$ cat src/rtl/aesl_deadlock_axis_monitor.sv
// ---------------------------------------------------------------------------
// aesl_deadlock_axis_monitor
//
// Purpose:
//   Deadlock monitor for an AXIS-connected dataflow region. A cycle is a
//   candidate deadlock cycle when at least one AXIS channel is stalled, at
//   least one child instance reports block, and not every instance is idle.
//   After PERSIST consecutive candidate cycles the monitor enters BLOCKED.
//   It then raises block, publishes a per-channel stall snapshot, and counts
//   the entry in a saturating event counter. The block output can feed the
//   inst_block_sigs input of a parent monitor, so monitors can be nested.
//
// Ports:
//   clock            in   1                  rising-edge clock
//   reset            in   1                  asynchronous, active-low reset
//   clear            in   1                  synchronous: leave BLOCKED, zero counter
//   axis_block_sigs  in   NUM_AXIS           per-channel AXIS stall
//   inst_idle_sigs   in   NUM_INST           per-instance idle
//   inst_block_sigs  in   NUM_BLK            per-instance block from child monitors
//   axis_block_info  out  NUM_AXIS*NUM_AXIS  stall snapshot, one field per channel
//   block            out  1                  deadlock detected (registered)
//   evt_count        out  EVT_W              deadlock entries, saturating
//   dbg_state        out  2                  current FSM state (0 IDLE, 1 SUSPECT, 2 BLOCKED)
// ---------------------------------------------------------------------------
module aesl_deadlock_axis_monitor #(
    parameter int NUM_AXIS = 2,
    parameter int NUM_INST = 2,
    parameter int NUM_BLK  = 1,
    parameter int PERSIST  = 1,
    parameter int STICKY   = 0,
    parameter int EVT_W    = 8
) (
    input  logic                           clock,
    input  logic                           reset,
    input  logic                           clear,
    input  logic [NUM_AXIS-1:0]            axis_block_sigs,
    input  logic [NUM_INST-1:0]            inst_idle_sigs,
    input  logic [NUM_BLK-1:0]             inst_block_sigs,
    output logic [NUM_AXIS*NUM_AXIS-1:0]   axis_block_info,
    output logic                           block,
    output logic [EVT_W-1:0]               evt_count,
    output logic [1:0]                     dbg_state
);

    localparam int PCNT_W = $clog2(PERSIST + 1);
    localparam logic [PCNT_W-1:0] PCNT_ONE  = PCNT_W'(1);
    // Last SUSPECT count before BLOCKED; only reachable when PERSIST > 1.
    localparam logic [PCNT_W-1:0] PCNT_LAST = PCNT_W'(PERSIST - 1);
    localparam logic [EVT_W-1:0]  EVT_ONE   = EVT_W'(1);
    localparam logic [EVT_W-1:0]  EVT_MAX   = {EVT_W{1'b1}};
    localparam int INFO_W = NUM_AXIS * NUM_AXIS;

    typedef enum logic [1:0] {
        ST_IDLE    = 2'd0,
        ST_SUSPECT = 2'd1,
        ST_BLOCKED = 2'd2
    } state_e;

    state_e              state_q, state_d;
    logic [PCNT_W-1:0]   pcnt_q,  pcnt_d;
    logic [INFO_W-1:0]   info_q,  info_d;
    logic [EVT_W-1:0]    evt_q,   evt_d;
    logic                block_q, block_d;

    logic                cand;
    logic                enter_blocked;
    logic [INFO_W-1:0]   snap;

    assign cand = (|axis_block_sigs) & (|inst_block_sigs) & ~(&inst_idle_sigs);

    // Stall snapshot: a stalled channel i loads the all-ones field with bit i
    // cleared; an unstalled channel loads zero.
    always_comb begin
        snap = '0;
        for (int i = 0; i < NUM_AXIS; i++) begin
            if (axis_block_sigs[i]) begin
                snap[i*NUM_AXIS +: NUM_AXIS] = ~(NUM_AXIS'(1) << i);
            end
        end
    end

    always_comb begin
        state_d       = state_q;
        pcnt_d        = pcnt_q;
        info_d        = info_q;
        evt_d         = evt_q;
        enter_blocked = 1'b0;

        if (clear) begin
            // clear has priority over a candidate cycle in every state.
            state_d = ST_IDLE;
            pcnt_d  = '0;
            info_d  = '0;
            evt_d   = '0;
        end else begin
            case (state_q)
                ST_IDLE: begin
                    if (cand) begin
                        if (PERSIST == 1) begin
                            enter_blocked = 1'b1;
                        end else begin
                            state_d = ST_SUSPECT;
                            pcnt_d  = PCNT_ONE;
                        end
                    end
                end
                ST_SUSPECT: begin
                    if (!cand) begin
                        state_d = ST_IDLE;
                        pcnt_d  = '0;
                    end else if (pcnt_q == PCNT_LAST) begin
                        enter_blocked = 1'b1;
                    end else begin
                        pcnt_d = pcnt_q + PCNT_ONE;
                    end
                end
                ST_BLOCKED: begin
                    if ((STICKY == 0) && !cand) begin
                        state_d = ST_IDLE;
                        info_d  = '0;
                    end
                end
                default: begin
                    state_d = ST_IDLE;
                    pcnt_d  = '0;
                    info_d  = '0;
                end
            endcase

            if (enter_blocked) begin
                state_d = ST_BLOCKED;
                pcnt_d  = '0;
                info_d  = snap;
                if (evt_q != EVT_MAX) begin
                    evt_d = evt_q + EVT_ONE;
                end
            end
        end

        block_d = (state_d == ST_BLOCKED);
    end

    always_ff @(posedge clock or negedge reset) begin
        if (!reset) begin
            state_q <= ST_IDLE;
            pcnt_q  <= '0;
            info_q  <= '0;
            evt_q   <= '0;
            block_q <= 1'b0;
        end else begin
            state_q <= state_d;
            pcnt_q  <= pcnt_d;
            info_q  <= info_d;
            evt_q   <= evt_d;
            block_q <= block_d;
        end
    end

    assign block           = block_q;
    // The snapshot is only visible while block is high.
    assign axis_block_info = block_q ? info_q : '0;
    assign evt_count       = evt_q;
    assign dbg_state       = state_q;

endmodule

$ cat config.mk
export PLATFORM = sky130hd
export DESIGN_NAME = aesl_deadlock_axis_monitor
export DESIGN_NICKNAME = d
export VERILOG_FILES = /design/src/rtl/aesl_deadlock_axis_monitor.sv
export SDC_FILE = /design/constraint.sdc
export NUM_CORES = 1
export LEC_CHECK = 0
export CAP_MARGIN = 20
export CORE_UTILIZATION = 33
export DETAILED_ROUTE_END_ITERATION = 7
export SYNTH_ARGS = -nofsm -noshare
export SYNTH_HDL_FRONTEND = slang
export SYNTH_SLANG_ARGS = --single-unit
export TNS_END_PERCENT = 1
$ cat constraint.sdc
create_clock -name clock -period 2.05 [get_ports clock]
set_input_delay 0.205 -clock clock [delete_from_list [all_inputs] [get_ports clock]]
set_output_delay 0.205 -clock clock [all_outputs]
set_load 0.005 [all_outputs]
# ---- Word-level counts from Yosys, hierarchy flattened
# Index checks and enable logic that the tools add are counted.
dict set report totals {
  ff_bits 16
  wordCells 51
}
dict set report classes {
  n_addsub 2
  eq_ne 7
  mux 24
  bitwise_logic 3
  reduce_logical 10
}
# operator n
set ops {}
lappend ops {{8-bit two-way mux} 3}
lappend ops {{4-bit two-way mux} 4}
lappend ops {{1-bit two-way mux} 9}
lappend ops {{8-bit by 1-bit adder with 8-bit output, second input constant} 1}
lappend ops {{2-bit two-way mux} 4}
lappend ops {{8-bit inequality test, second input constant} 1}
lappend ops {{4-bit one-hot mux with 2 select lines} 1}
lappend ops {{2-bit OR reduction} 4}
lappend ops {{3-bit by 1-bit inequality test with 1-bit output, second input constant} 2}
lappend ops {{2-bit AND reduction} 3}
lappend ops {{2-bit equality test, second input constant} 2}
lappend ops {{4-bit inequality test, second input constant} 1}
lappend ops {{1-bit one-hot mux with 2 select lines} 2}
lappend ops {{2-bit one-hot mux with 2 select lines} 1}
lappend ops {{2-bit nonzero test} 2}
lappend ops {{1-bit AND} 2}
lappend ops {{2-bit by 1-bit equality test with 1-bit output, second input constant} 1}
lappend ops {{2-bit logical NOT} 1}
lappend ops {{1-bit adder, second input constant} 1}
lappend ops {{1-bit inverter} 1}

# ---- Longest topological paths before layout
# Gate-level depths: netlist of the first run.
dict set report logic_depth {
  ltp_word 9
  depth_mapped 7
  ltp_nobuf 6
}

# ---- Worst setup path before layout of the first run
# OpenSTA, ideal clock, no wires.
dict set report synth_path {
  path_type {reg2reg}
  startpoint {reg state_q[0], in the netlist dbg_state[0]}
  endpoint {reg evt_q[3], in the netlist evt_count[3]}
  setup_time_ps 78
  arrival_time_ps 1577
  t_required_ps 1972
  path_slack_ps 395
  stages_incl_launch_ff 7
  synth_period_minus_slack_ps 1655
  path_cell_list {dfrtp_1 > inv_1 > ha_1 > or2_4 > nand3_4 > or4_1 > a21oi_1}
}
dict set report synth_via {
  elab_chain_len 5
  word_cells_on_any_way 6
}
# item line_no
set synth_lines {}
lappend synth_lines {{start, declared} 59} ;# state_e state_q, state_d;
lappend synth_lines {{start signal, assigned} 151} ;# state_q <= state_d;
lappend synth_lines {{2-bit by 1-bit equality test with 1-bit output / 2-bit logical NOT (equally long branches)} 96} ;# case (state_q)
lappend synth_lines {{1-bit one-hot mux with 2 select lines *} 96}
lappend synth_lines {{1-bit two-way mux *} 89} ;# if (clear) begin
lappend synth_lines {{2-bit nonzero test (no line) *} -}
lappend synth_lines {{2-bit AND reduction (no line) *} -}
lappend synth_lines {{end signal, assigned} 154} ;# evt_q <= evt_d;
lappend synth_lines {{end, declared} 62} ;# logic [EVT_W-1:0] evt_q, evt_d;
# Mark *: on every way between the ends. The rest lies on a longest branch, timed or not. The select of a mux whose other input is x is not followed.
# A chain may end at the register's enable or synchronous reset.

# ---- Worst setup path after layout of the first run
dict set report layout_path {
  startpoint {reg state_q[0], in the netlist dbg_state[0]}
  endpoint {reg evt_q[6], in the netlist evt_count[6]}
}
# The elaborated chain is that of the path after synthesis.

==> impl_results.rst, run 1 <==
.. list-table::
   :header-rows: 1

   * - Metric
     - Value
   * - Top Family by Delay on Critical Path
     - simple AND/OR/NAND/NOR gates
   * - Wirelength per Cell
     - 12.6 um
   * - Drt via density
     - 5.25
   * - Setup Total Neg Slack
     - 0 ps
   * - Critical path class
     - register to register
   * - Initial core utilization
     - 36.3%
   * - Synth-to-Final Area Change
     - 27.6%
   * - Overall via count from detail_route
     - 725
   * - TritonCTS Sinks
     - 13
   * - Switching part of the total power
     - 26.0%
   * - Total Power Consumption
     - 525 uW
   * - Ys Warns
     - 0
   * - Peak ir drop on the vdd network
     - 0.000300 V
   * - Max Root-Sink Buffers
     - 2
   * - Total number of placement rows
     - 17
   * - Leading cell type in the layout, fill and taps excluded
     - sky130_fd_sc_hd__clkdlybuf4s50_1
   * - Clock tree from TritonCTS
     - yes
   * - Arrival time worst endpoint
     - 2070 ps
   * - Final worst-path cycle share
     - 91.9%
   * - Total global routing overflow
     - 0
   * - Combinational power share
     - 19.2%
   * - Mapped Area
     - 833 sq um
   * - Clk Tree Root Cell
     - sky130_fd_sc_hd__clkbuf_4
   * - Count of endpoints failing hold in the final timing report
     - 0
   * - Global-route wire length before repair
     - 2.85 mm
   * - Share of cells above drive strength 1
     - 6.36%
   * - Post-CTS Setup Repair Bufs
     - 0
   * - Post-layout min period
     - 1880 ps
   * - Kind of start point of the critical path
     - register
   * - Resize count post-CTS
     - 0
   * - DRC violation total after the first TritonRoute iteration
     - 10
   * - Detailed-placement wirelength estimate
     - 1.35 mm
   * - # DRC
     - 0
   * - Headroom to the max-slew limit
     - 60.6%
   * - RePlAce Congestion
     - 0.836
   * - Chip Width
     - 52.3 um
   * - Number of detailed-routing iterations run before antenna repair
     - 4
   * - Leading cell types in the layout, fill and taps excluded
     - 20 x sky130_fd_sc_hd__clkdlybuf4s50_1, 13 x sky130_fd_sc_hd__dfrtp_1, 9 x sky130_fd_sc_hd__a21oi_1
   * - Worst path buffer plus inverter count
     - 1
   * - Endpoints failing setup
     - 0
   * - Clock network fraction of total power
     - 28.7%
   * - Maxcap violations
     - 0
   * - Post-synthesis instance total
     - 90
   * - Number of flip-flops and latches in the synthesized netlist
     - 13
   * - Register area share after synthesis
     - 39.0%
   * - Count of hold buffers inserted by post-cts repair
     - 0
   * - Largest stage delay, worst path
     - 540 ps
   * - Num ports
     - 23
   * - Clock input transition at the sequential cells of the worst setup and hold paths
     - 70 ps
   * - Actual slew at the worst max-slew pin
     - 588 ps
   * - Leakage power
     - 0.000397 uW
   * - Clock network latency to the later pin of the worst-skew pair
     - 270 ps
   * - Hold WC Path Type
     - primary input to async pin
   * - Largest fanout of any net on the critical path
     - 14
   * - Vertical extent of the die
     - 52.3 um
   * - Inserted Clock Buffers
     - 3
   * - RSZ-0062 raised after global routing
     - false
   * - Placeable core region
     - 2300 sq um
   * - Switch Pwr
     - 137 uW
   * - Peak clock frequency supported by timing
     - 531 MHz
   * - Antenna Nets Post-Route
     - 0
   * - Outcome
     - finished, final reports clean
   * - Setup crit end kind
     - register
   * - Maximum number of pins on one net before global-route repair
     - 15
   * - Ant diodes
     - 0
   * - Mean cell area of the mapped netlist
     - 9.26 sq um
   * - Worst EP required
     - 2240 ps
   * - Internal power summed over all cells
     - 388 uW
   * - H-tree Lvls
     - 1
   * - Number of distinct standard cells referenced by the synthesized netlist
     - 33
   * - Power density normalized to cell area
     - 493 nW/um^2
   * - Max-slew violation total from the final report
     - 0
   * - Max Clock Skew
     - 2.84 ps
   * - Total die area
     - 2730 sq um
   * - Crit-path slowest cell
     - sky130_fd_sc_hd__or4_1
   * - Initial antenna violation count
     - 0
   * - Vias in the first global route
     - 665
   * - Part of the power in registers
     - 52.1%
   * - Number of buffers inserted by port buffering
     - 20
   * - CP cell instances
     - inv_1, ha_1, or2_4, nand3_4, or4_1, a21oi_1
   * - Total routed wirelength
     - 1.74 mm
   * - Layout net count
     - 124
   * - Overall routing resource usage
     - 14.5%
-- power groups by stage --
stage | sequential, uW | combinational (uW) | clock (uW)
final | 273 | 101 | 151
after global routing | 275 | 112 | 172
after CTS | 274 | 101 | 159
after detailed placement | 279 | 101 | 0
after global placement | 278 | 101 | 0
after floorplan | 277 | 58.9 | 0
-- state kept, by name, indices dropped and copies added (netlist names) --
name and cells:
block 1, dbg_state 2, evt_count 8, info_q 2
-- metal layers --
layer / global-route usage, % / routed length [um] / vias up / part of all wire, %
met4: 5.26 / 29 / 0 / 1.7
met3: 6.09 / 66 / 4 / 3.8
met5: 0 / 0 / - / 0
met2: 22.9 / 803 / 14 / 46
li1: - / - / 375 / -
met1: 17.6 / 846 / 332 / 49
-- final timing paths --
path,from,endpoint,slack [ps],cells after the start
max,dbg_state[0]$_DFF_PN0_,evt_count[6]$_DFFE_PN0P_,170,6
min,reset,evt_count[4]$_DFFE_PN0P_,290,1
max reg2reg,dbg_state[0]$_DFF_PN0_,evt_count[6]$_DFFE_PN0P_,170,6
min reg2reg,evt_count[6]$_DFFE_PN0P_,evt_count[6]$_DFFE_PN0P_,580,2
max in group asynchronous,reset,dbg_state[0]$_DFF_PN0_,1390,1
min in group clock,evt_count[6]$_DFFE_PN0P_,evt_count[6]$_DFFE_PN0P_,580,2
-- final cells by class --
cell class / count / area [sq um]
fillers: 232 / 1230
multi-input cells: 71 / 469
flip-flops and latches: 13 / 325
repair buffers: 20 / 200
well taps: 28 / 35.0
clock buffers: 4 / 26.3
inverters: 2 / 7.51
-- worst register-to-register path: cells and delay by family, from the launching register on --
kind / cells / cell delay, ps
AND/OR/NAND/NOR: 3 / 840
flip-flops: 1 / 440
adder cells (fa/ha/maj): 1 / 250
AO/OA/AOI/OAI: 1 / 160
buffers and inverters: 1 / 100
-- through the flow --
step                area, sq um  utilization [%]  worst slack, ps  hold WS, ps  cells
CTS                        1060             46.3              173          316    138
floorplan                   837                -              395        -90.6     91
global route               1060             46.3             37.6          333    138
finish                     1060             46.3              165          289    138
global placement           1040             45.2              225          557    134
detailed placement         1040             45.2              186          572    134
-- synthesized netlist by cell type --
library cell | instances | area [sq um]
sky130_fd_sc_hd__or4_1 | 3 | 22.5
sky130_fd_sc_hd__a21oi_1 | 9 | 45.0
sky130_fd_sc_hd__o2bb2ai_1 | 1 | 8.76
sky130_fd_sc_hd__o21ai_1 | 3 | 15.0
sky130_fd_sc_hd__buf_4 | 2 | 15.0
sky130_fd_sc_hd__or4b_1 | 1 | 10.0
sky130_fd_sc_hd__nand3b_1 | 2 | 15.0
sky130_fd_sc_hd__o21a_4 | 1 | 15.0
sky130_fd_sc_hd__o41ai_1 | 2 | 17.5
sky130_fd_sc_hd__nor2_1 | 6 | 22.5
sky130_fd_sc_hd__nand2_1 | 7 | 26.3
sky130_fd_sc_hd__clkbuf_1 | 1 | 3.75
sky130_fd_sc_hd__a31oi_1 | 1 | 6.26
sky130_fd_sc_hd__conb_1 | 1 | 3.75
sky130_fd_sc_hd__inv_1 | 2 | 7.51
sky130_fd_sc_hd__nor3_1 | 2 | 10.0
sky130_fd_sc_hd__o31ai_1 | 2 | 15.0
sky130_fd_sc_hd__o22ai_1 | 1 | 6.26
sky130_fd_sc_hd__or2_4 | 1 | 8.76
sky130_fd_sc_hd__nor4_1 | 1 | 6.26
sky130_fd_sc_hd__or3_1 | 1 | 6.26
sky130_fd_sc_hd__buf_6 | 1 | 11.3
sky130_fd_sc_hd__nand2_8 | 1 | 20.0
sky130_fd_sc_hd__and2_1 | 2 | 12.5
sky130_fd_sc_hd__nand4_1 | 3 | 18.8
sky130_fd_sc_hd__buf_2 | 1 | 5.00
sky130_fd_sc_hd__o21ai_0 | 3 | 15.0
sky130_fd_sc_hd__nand3_1 | 8 | 40.0
sky130_fd_sc_hd__dfrtp_1 | 13 | 325
sky130_fd_sc_hd__mux2i_1 | 1 | 10.0
sky130_fd_sc_hd__ha_1 | 5 | 62.6
sky130_fd_sc_hd__nand3_4 | 1 | 17.5
sky130_fd_sc_hd__a31o_1 | 1 | 8.76
-- logic make-up after synthesis --
| logic type | synth area share [%] |
|---|---|
| buffers and inverters | 5.10 |
| adder cells (fa/ha/maj) | 7.51 |
| AO/OA/AOI/OAI | 18.3 |
| flip-flops | 39.0 |
| AND/OR/NAND/NOR | 28.4 |
| other | 0.450 |
| multiplexers | 1.20 |
(Power assumes the default switching activity.)
==> run 2: changes to the inputs <==
--- a/config.mk
+++ b/config.mk
@@ -6,6 +6,7 @@
 export NUM_CORES = 1
 export LEC_CHECK = 0
 export CAP_MARGIN = 20
+export CORE_ASPECT_RATIO = 1.25
 export CORE_UTILIZATION = 33
 export DETAILED_ROUTE_END_ITERATION = 7
 export SYNTH_ARGS = -nofsm -noshare
==> run 2 against run 1 <==
  * Cell area grew 1.3%
  * Clock skew shrank 2.1 ps
  * Via count grew 5.9%
  * Core utilization shrank 1.5 points
  * Clock-buffer cell count is the same
  * Register-to-register slack is essentially flat
  * Critical path depth is the same
  * Sequential power is essentially flat
  * Final cell count grew 4.3%
  * Worst setup slack lost 9.9 ps
  * Maximum frequency shrank 0.52%
  * Global-route usage grew 0.86 points
  * Highest routed layer unchanged
==> impl_results.rst, run 2 (synthesized netlist as in run 1, its figures left out) <==
.. list-table::
   :header-rows: 1

   * - Metric
     - Value
   * - Minimum setup slack among reg-to-reg paths
     - 160 ps
   * - Vertical extent of the die
     - 58.2 um
   * - Num ports
     - 23
   * - Post-layout min period
     - 1890 ps
   * - Number of buffers inserted by port buffering
     - 20
   * - Final worst-path cycle share
     - 92.4%
   * - Maxcap violations
     - 0
   * - H-tree Lvls
     - 1
   * - Uppermost signal routing layer after detailed routing
     - met4
   * - Total Power Consumption
     - 533 uW
   * - Kind of start point of the critical path
     - register
   * - Met3 routed wirelength
     - 88 um
   * - Overall routing resource usage
     - 15.4%
   * - Leading cell types in the layout, fill and taps excluded
     - 20 x sky130_fd_sc_hd__clkdlybuf4s50_1, 13 x sky130_fd_sc_hd__dfrtp_1, 9 x sky130_fd_sc_hd__a21oi_1
   * - Detailed-placement wirelength estimate
     - 1.35 mm
   * - RePlAce Congestion
     - 0.845
   * - Count of fill cells added during filler insertion
     - 251
   * - Layout net count
     - 125
   * - Placeable core region
     - 2400 sq um
   * - TritonCTS Sinks
     - 13
   * - Post-CTS Setup Repair Bufs
     - 0
   * - Overall via count from detail_route
     - 768
   * - Clock network latency to the later pin of the worst-skew pair
     - 270 ps
   * - Largest stage delay, worst path
     - 530 ps
   * - Chip Width
     - 46.9 um
   * - Count of hold buffers inserted by post-cts repair
     - 0
   * - Initial core utilization
     - 34.7%
   * - Reg2Reg Depth
     - 6
   * - Resize count post-CTS
     - 0
   * - Clock tree from TritonCTS
     - yes
   * - Share of cells above drive strength 1
     - 7.21%
   * - Antenna Nets Post-Route
     - 0
   * - Clk Tree Root Cell
     - sky130_fd_sc_hd__clkbuf_4
   * - Global-route wire length before repair
     - 3.04 mm
   * - Total routed wirelength
     - 1.81 mm
   * - Setup crit end kind
     - register
   * - Inserted Clock Buffers
     - 3
   * - Synth-to-Final Area Change
     - 29.3%
   * - Peak clock frequency supported by timing
     - 528 MHz
   * - Peak ir drop on the vdd network
     - 0.000391 V
   * - Wirelength per Cell
     - 12.6 um
   * - Actual slew at the worst max-slew pin
     - 590 ps
   * - Critical path class
     - register to register
   * - Worst-case setup margin in the final layout
     - 155 ps
   * - Max Clock Skew
     - 0.714 ps
   * - Total global routing overflow
     - 0
   * - Endpoints failing setup
     - 0
   * - Hold WC Path Type
     - primary input to async pin
   * - Initial antenna violation count
     - 0
   * - Number of detailed-routing iterations run before antenna repair
     - 4
   * - Power density normalized to cell area
     - 494 nW/um^2
   * - Ant diodes
     - 0
   * - Drt via density
     - 5.33
   * - Max Root-Sink Buffers
     - 2
   * - Vias in the first global route
     - 692
   * - Max-slew violation total from the final report
     - 0
   * - Endpoint of the lowest-slack register-to-register path
     - evt_count[6]$_DFFE_PN0P_
   * - Met2 wire length
     - 821 um
   * - Total die area
     - 2730 sq um
   * - # DRC
     - 0
   * - Headroom to the max-slew limit
     - 60.6%
   * - Detailed-route wire length on metal 1
     - 868 um
   * - Count of endpoints failing hold in the final timing report
     - 0
   * - Reg2reg start
     - dbg_state[0]$_DFF_PN0_
   * - DRC violation total after the first TritonRoute iteration
     - 10
   * - Leading cell type in the layout, fill and taps excluded
     - sky130_fd_sc_hd__clkdlybuf4s50_1
   * - Largest fanout of any net on the critical path
     - 14
   * - Minimum hold slack
     - 303 ps
   * - RSZ-0062 raised after global routing
     - false
   * - CP cell instances
     - inv_1, ha_1, or2_4, nand3_4, or4_1, a21oi_1
   * - Outcome
     - finished, final reports clean
   * - Worst EP required
     - 2250 ps
   * - Leakage power
     - 0.000402 uW
   * - Area of combinational cells with multiple inputs
     - 469 sq um
   * - Maximum number of pins on one net before global-route repair
     - 15
   * - Fin util
     - 44.8%
   * - Arrival time worst endpoint
     - 2090 ps
   * - Worst-case setup slack after placement
     - 175 ps
   * - Total number of placement rows
     - 20
   * - Footprint of the flip-flops and latches
     - 325 sq um
   * - Max reg flops
     - 8
   * - Crit-path slowest cell
     - sky130_fd_sc_hd__or4_1
   * - Clock input transition at the sequential cells of the worst setup and hold paths
     - 80 ps
   * - Setup Total Neg Slack
     - 0 ps
run 2: changes by cell type in the layout (fill, tap and decap cells not counted), sizes merged:
cell / previous run / this run
buf: 0 / 1
run 2: worst max path at each step:
stage / startpoint / endpoint / slack, ps / cells past startpoint
after detailed placement: dbg_state[0]$_DFF_PN0_ / evt_count[3]$_DFFE_PN0P_ / 170 / 6
after global routing: dbg_state[0]$_DFF_PN0_ / evt_count[3]$_DFFE_PN0P_ / 20 / 6
final: dbg_state[0]$_DFF_PN0_ / evt_count[6]$_DFFE_PN0P_ / 160 / 6
after global placement: axis_block_sigs[0] / evt_count[5]$_DFFE_PN0P_ / 220 / 5
after floorplan: dbg_state[0]$_DFF_PN0_ / evt_count[3]$_DFFE_PN0P_ / 400 / 6
after CTS: dbg_state[0]$_DFF_PN0_ / evt_count[6]$_DFFE_PN0P_ / 150 / 6
run 2: critical path: cells and delay by family (launching register included):
kind	cells	cell delay, ps
compound gates	1	160
simple gates	3	840
buf+inv	1	110
fa+ha+maj	1	260
flops	1	450
run 2: power breakdown:
group	switching [uW]	total [uW]	internal [uW]
registers	8.42	273	265
clock network	80.9	156	75.4
logic	53.9	103	49.4
total	143	533	389
run 2: area by class of cell:
class	instances	area share [%]
Timing Repair Buffer	21	19.3
Tap cell	33	3.83
Sequential cell	13	30.2
Multi-Input combinational cell	71	43.6
Inverter	2	0.697
Clock buffer	4	2.44
run 2: stage by stage:
step | instance area [sq um] | std cells
after global routing | 1080 | 144
after global placement | 1050 | 140
after detailed placement | 1050 | 140
after floorplan | 837 | 91
final | 1080 | 144
after CTS | 1080 | 144
run 2: metal layers:
layer	global-route usage, %	vias to the layer above
li1	-	372
met1	21.1	362
met2	23.4	29
met3	1.87	5
met4	7.35	0
met5	0	-
==> run 3: changes to the inputs <==
--- a/config.mk
+++ b/config.mk
@@ -9,6 +9,7 @@
 export CORE_ASPECT_RATIO = 1.25
 export CORE_UTILIZATION = 33
 export DETAILED_ROUTE_END_ITERATION = 7
+export RECOVER_POWER = 100
 export SYNTH_ARGS = -nofsm -noshare
 export SYNTH_HDL_FRONTEND = slang
 export SYNTH_SLANG_ARGS = --single-unit
==> run 3 against run 2 <==
  * Clock skew is essentially flat
  * Clock-buffer cell count is the same
  * Global-route usage is the same
  * Largest cell class unchanged
  * Highest routed layer unchanged
==> impl_results.rst, run 3 (synthesized netlist as in run 1, its figures left out) <==
.. list-table::
   :header-rows: 1

   * - Metric
     - Value
   * - Max Root-Sink Buffers
     - 2
   * - Clk Tree Root Cell
     - sky130_fd_sc_hd__clkbuf_4
   * - Share of cells above drive strength 1
     - 7.21%
   * - Minimum hold slack
     - 373 ps
   * - Global-route wire length before repair
     - 3.04 mm
   * - Maxcap violations
     - 0
   * - RePlAce Congestion
     - 0.845
   * - Clock network fraction of total power
     - 29.5%
   * - Placeable core region
     - 2400 sq um
   * - Maximum number of pins on one net before global-route repair
     - 15
   * - Endpoint of the lowest-slack register-to-register path
     - evt_count[6]$_DFFE_PN0P_
   * - Overall routing resource usage
     - 15.4%
   * - Hold WC Path Type
     - primary input to async pin
   * - Vias in the first global route
     - 692
   * - Number of buffers inserted by port buffering
     - 20
   * - Post-CTS Setup Repair Bufs
     - 0
   * - Internal power summed over all cells
     - 386 uW
   * - Kind of start point of the critical path
     - register
   * - Post-layout min period
     - 1890 ps
   * - Clock network latency to the later pin of the worst-skew pair
     - 270 ps
   * - Overall via count from detail_route
     - 765
   * - Count of endpoints failing hold in the final timing report
     - 0
   * - Arrival time worst endpoint
     - 2090 ps
   * - Actual slew at the worst max-slew pin
     - 597 ps
   * - Peak clock frequency supported by timing
     - 530 MHz
   * - Setup Total Neg Slack
     - 0 ps
   * - Resize count post-CTS
     - 0
   * - Vertical extent of the die
     - 58.2 um
   * - Met3 routed wirelength
     - 94 um
   * - Switching part of the total power
     - 27.0%
   * - Clock tree from TritonCTS
     - yes
   * - DRC violation total after the first TritonRoute iteration
     - 10
   * - Footprint of the flip-flops and latches
     - 325 sq um
   * - Ant diodes
     - 0
   * - Synth-to-Final Area Change
     - 29.3%
   * - Combinational power share
     - 18.9%
   * - Startpoint of the most critical setup path
     - dbg_state[0]$_DFF_PN0_
   * - Count of fill cells added during filler insertion
     - 251
   * - Detailed-route wire length on metal 1
     - 860 um
   * - Reg2Reg Depth
     - 6
   * - Peak ir drop on the vdd network
     - 0.000390 V
   * - Wirelength per Cell
     - 12.6 um
   * - Critical path class
     - register to register
   * - Final worst-path cycle share
     - 92.0%
   * - Total routed wirelength
     - 1.81 mm
   * - Last element of the critical path
     - evt_count[6]$_DFFE_PN0P_
   * - Initial core utilization
     - 34.7%
   * - Uppermost signal routing layer after detailed routing
     - met4
   * - Leading cell type in the layout, fill and taps excluded
     - sky130_fd_sc_hd__dlygate4sd3_1
   * - Count of hold buffers inserted by post-cts repair
     - 0
   * - Headroom to the max-slew limit
     - 60.1%
   * - Leading cell types in the layout, fill and taps excluded
     - 14 x sky130_fd_sc_hd__dlygate4sd3_1, 13 x sky130_fd_sc_hd__dfrtp_1, 9 x sky130_fd_sc_hd__a21oi_1
   * - Number of detailed-routing iterations run before antenna repair
     - 4
   * - Clock input transition at the sequential cells of the worst setup and hold paths
     - 80 ps
   * - Area of combinational cells with multiple inputs
     - 469 sq um
   * - RSZ-0062 raised after global routing
     - false
   * - Num ports
     - 23
   * - Switch Pwr
     - 143 uW
   * - Initial antenna violation count
     - 0
   * - Leakage power
     - 0.000445 uW
   * - Detailed-placement wirelength estimate
     - 1.35 mm
   * - Antenna Nets Post-Route
     - 0
   * - Part of the power in registers
     - 51.5%
   * - Setup crit end kind
     - register
   * - Drt via density
     - 5.31
   * - Layout net count
     - 125
   * - # DRC
     - 0
   * - H-tree Lvls
     - 1
   * - Power density normalized to cell area
     - 491 nW/um^2
   * - Max Clock Skew
     - 0.726 ps
   * - Inserted Clock Buffers
     - 3
   * - Outcome
     - finished, final reports clean
   * - Minimum setup slack among reg-to-reg paths
     - 160 ps
   * - Endpoints failing setup
     - 0
   * - Total global routing overflow
     - 0
   * - Reg2reg start
     - dbg_state[0]$_DFF_PN0_
   * - Met2 wire length
     - 820 um
   * - Total die area
     - 2730 sq um
   * - Total number of placement rows
     - 20
   * - Chip Width
     - 46.9 um
   * - Max reg flops
     - 8
   * - Max-slew violation total from the final report
     - 0
   * - TritonCTS Sinks
     - 13
   * - Largest fanout of any net on the critical path
     - 14
   * - Worst EP required
     - 2250 ps
==> run 3: cell count changes in the layout (fill, tap and decap cells not counted), sizes merged <==
cell | before | now
clkdlybuf4s50 | 20 | 6
dlygate4sd3 | 0 | 14
==> run 3: routing by layer <==
layer / global-route usage [%] / vias to the layer above
li1: - / 373
met1: 21.1 / 356
met2: 23.4 / 31
met3: 1.87 / 5
met4: 7.35 / 0
met5: 0 / -
==> run 3: area by class of cell <==
class | count | share of cell area [%]
Multi-Input combinational cell | 71 | 43.6
Sequential cell | 13 | 30.2
Timing Repair Buffer | 21 | 19.3
Tap cell | 33 | 3.83
Clock buffer | 4 | 2.44
Inverter | 2 | 0.697
==> run 3: how the worst min path moves through the flow <==
stage	start	endpoint	slack [ps]	cells after the start
finish	reset	evt_count[6]$_DFFE_PN0P_	370	1
global route	reset	evt_count[7]$_DFFE_PN0P_	420	1
CTS	reset	evt_count[6]$_DFFE_PN0P_	320	1
detailed placement	info_q[2]$_DFFE_PN0P_	info_q[2]$_DFFE_PN0P_	560	2
global placement	evt_count[6]$_DFFE_PN0P_	evt_count[6]$_DFFE_PN0P_	560	2
floorplan	reset	block$_DFF_PN0_	-90	0
==> run 3: metrics by stage <==
step	power [uW]	util, %	worst slack [ps]	instance area, sq um	instances
finish	529	44.8	165	1080	144
global route	561	44.8	25.5	1080	144
CTS	540	44.8	152	1080	144
detailed placement	382	43.8	175	1050	140
global placement	380	43.8	216	1050	140
floorplan	336	-	395	837	91
==> run 3: power groups by stage <==
stage               Combinational (uW)  Sequential (uW)  Clock [uW]
floorplan                         58.9              277           0
global placement                   102              278           0
finish                             100              273         156
CTS                                104              273         162
global route                       112              274         175
detailed placement                 104              278           0
==> run 3: worst max-delay path: stages, from the launching register on <==
cell	delay, ps
sky130_fd_sc_hd__dfrtp_1	450
sky130_fd_sc_hd__inv_1	110
sky130_fd_sc_hd__ha_1	260
sky130_fd_sc_hd__or2_4	180
sky130_fd_sc_hd__nand3_4	130
sky130_fd_sc_hd__or4_1	530
sky130_fd_sc_hd__a21oi_1	160
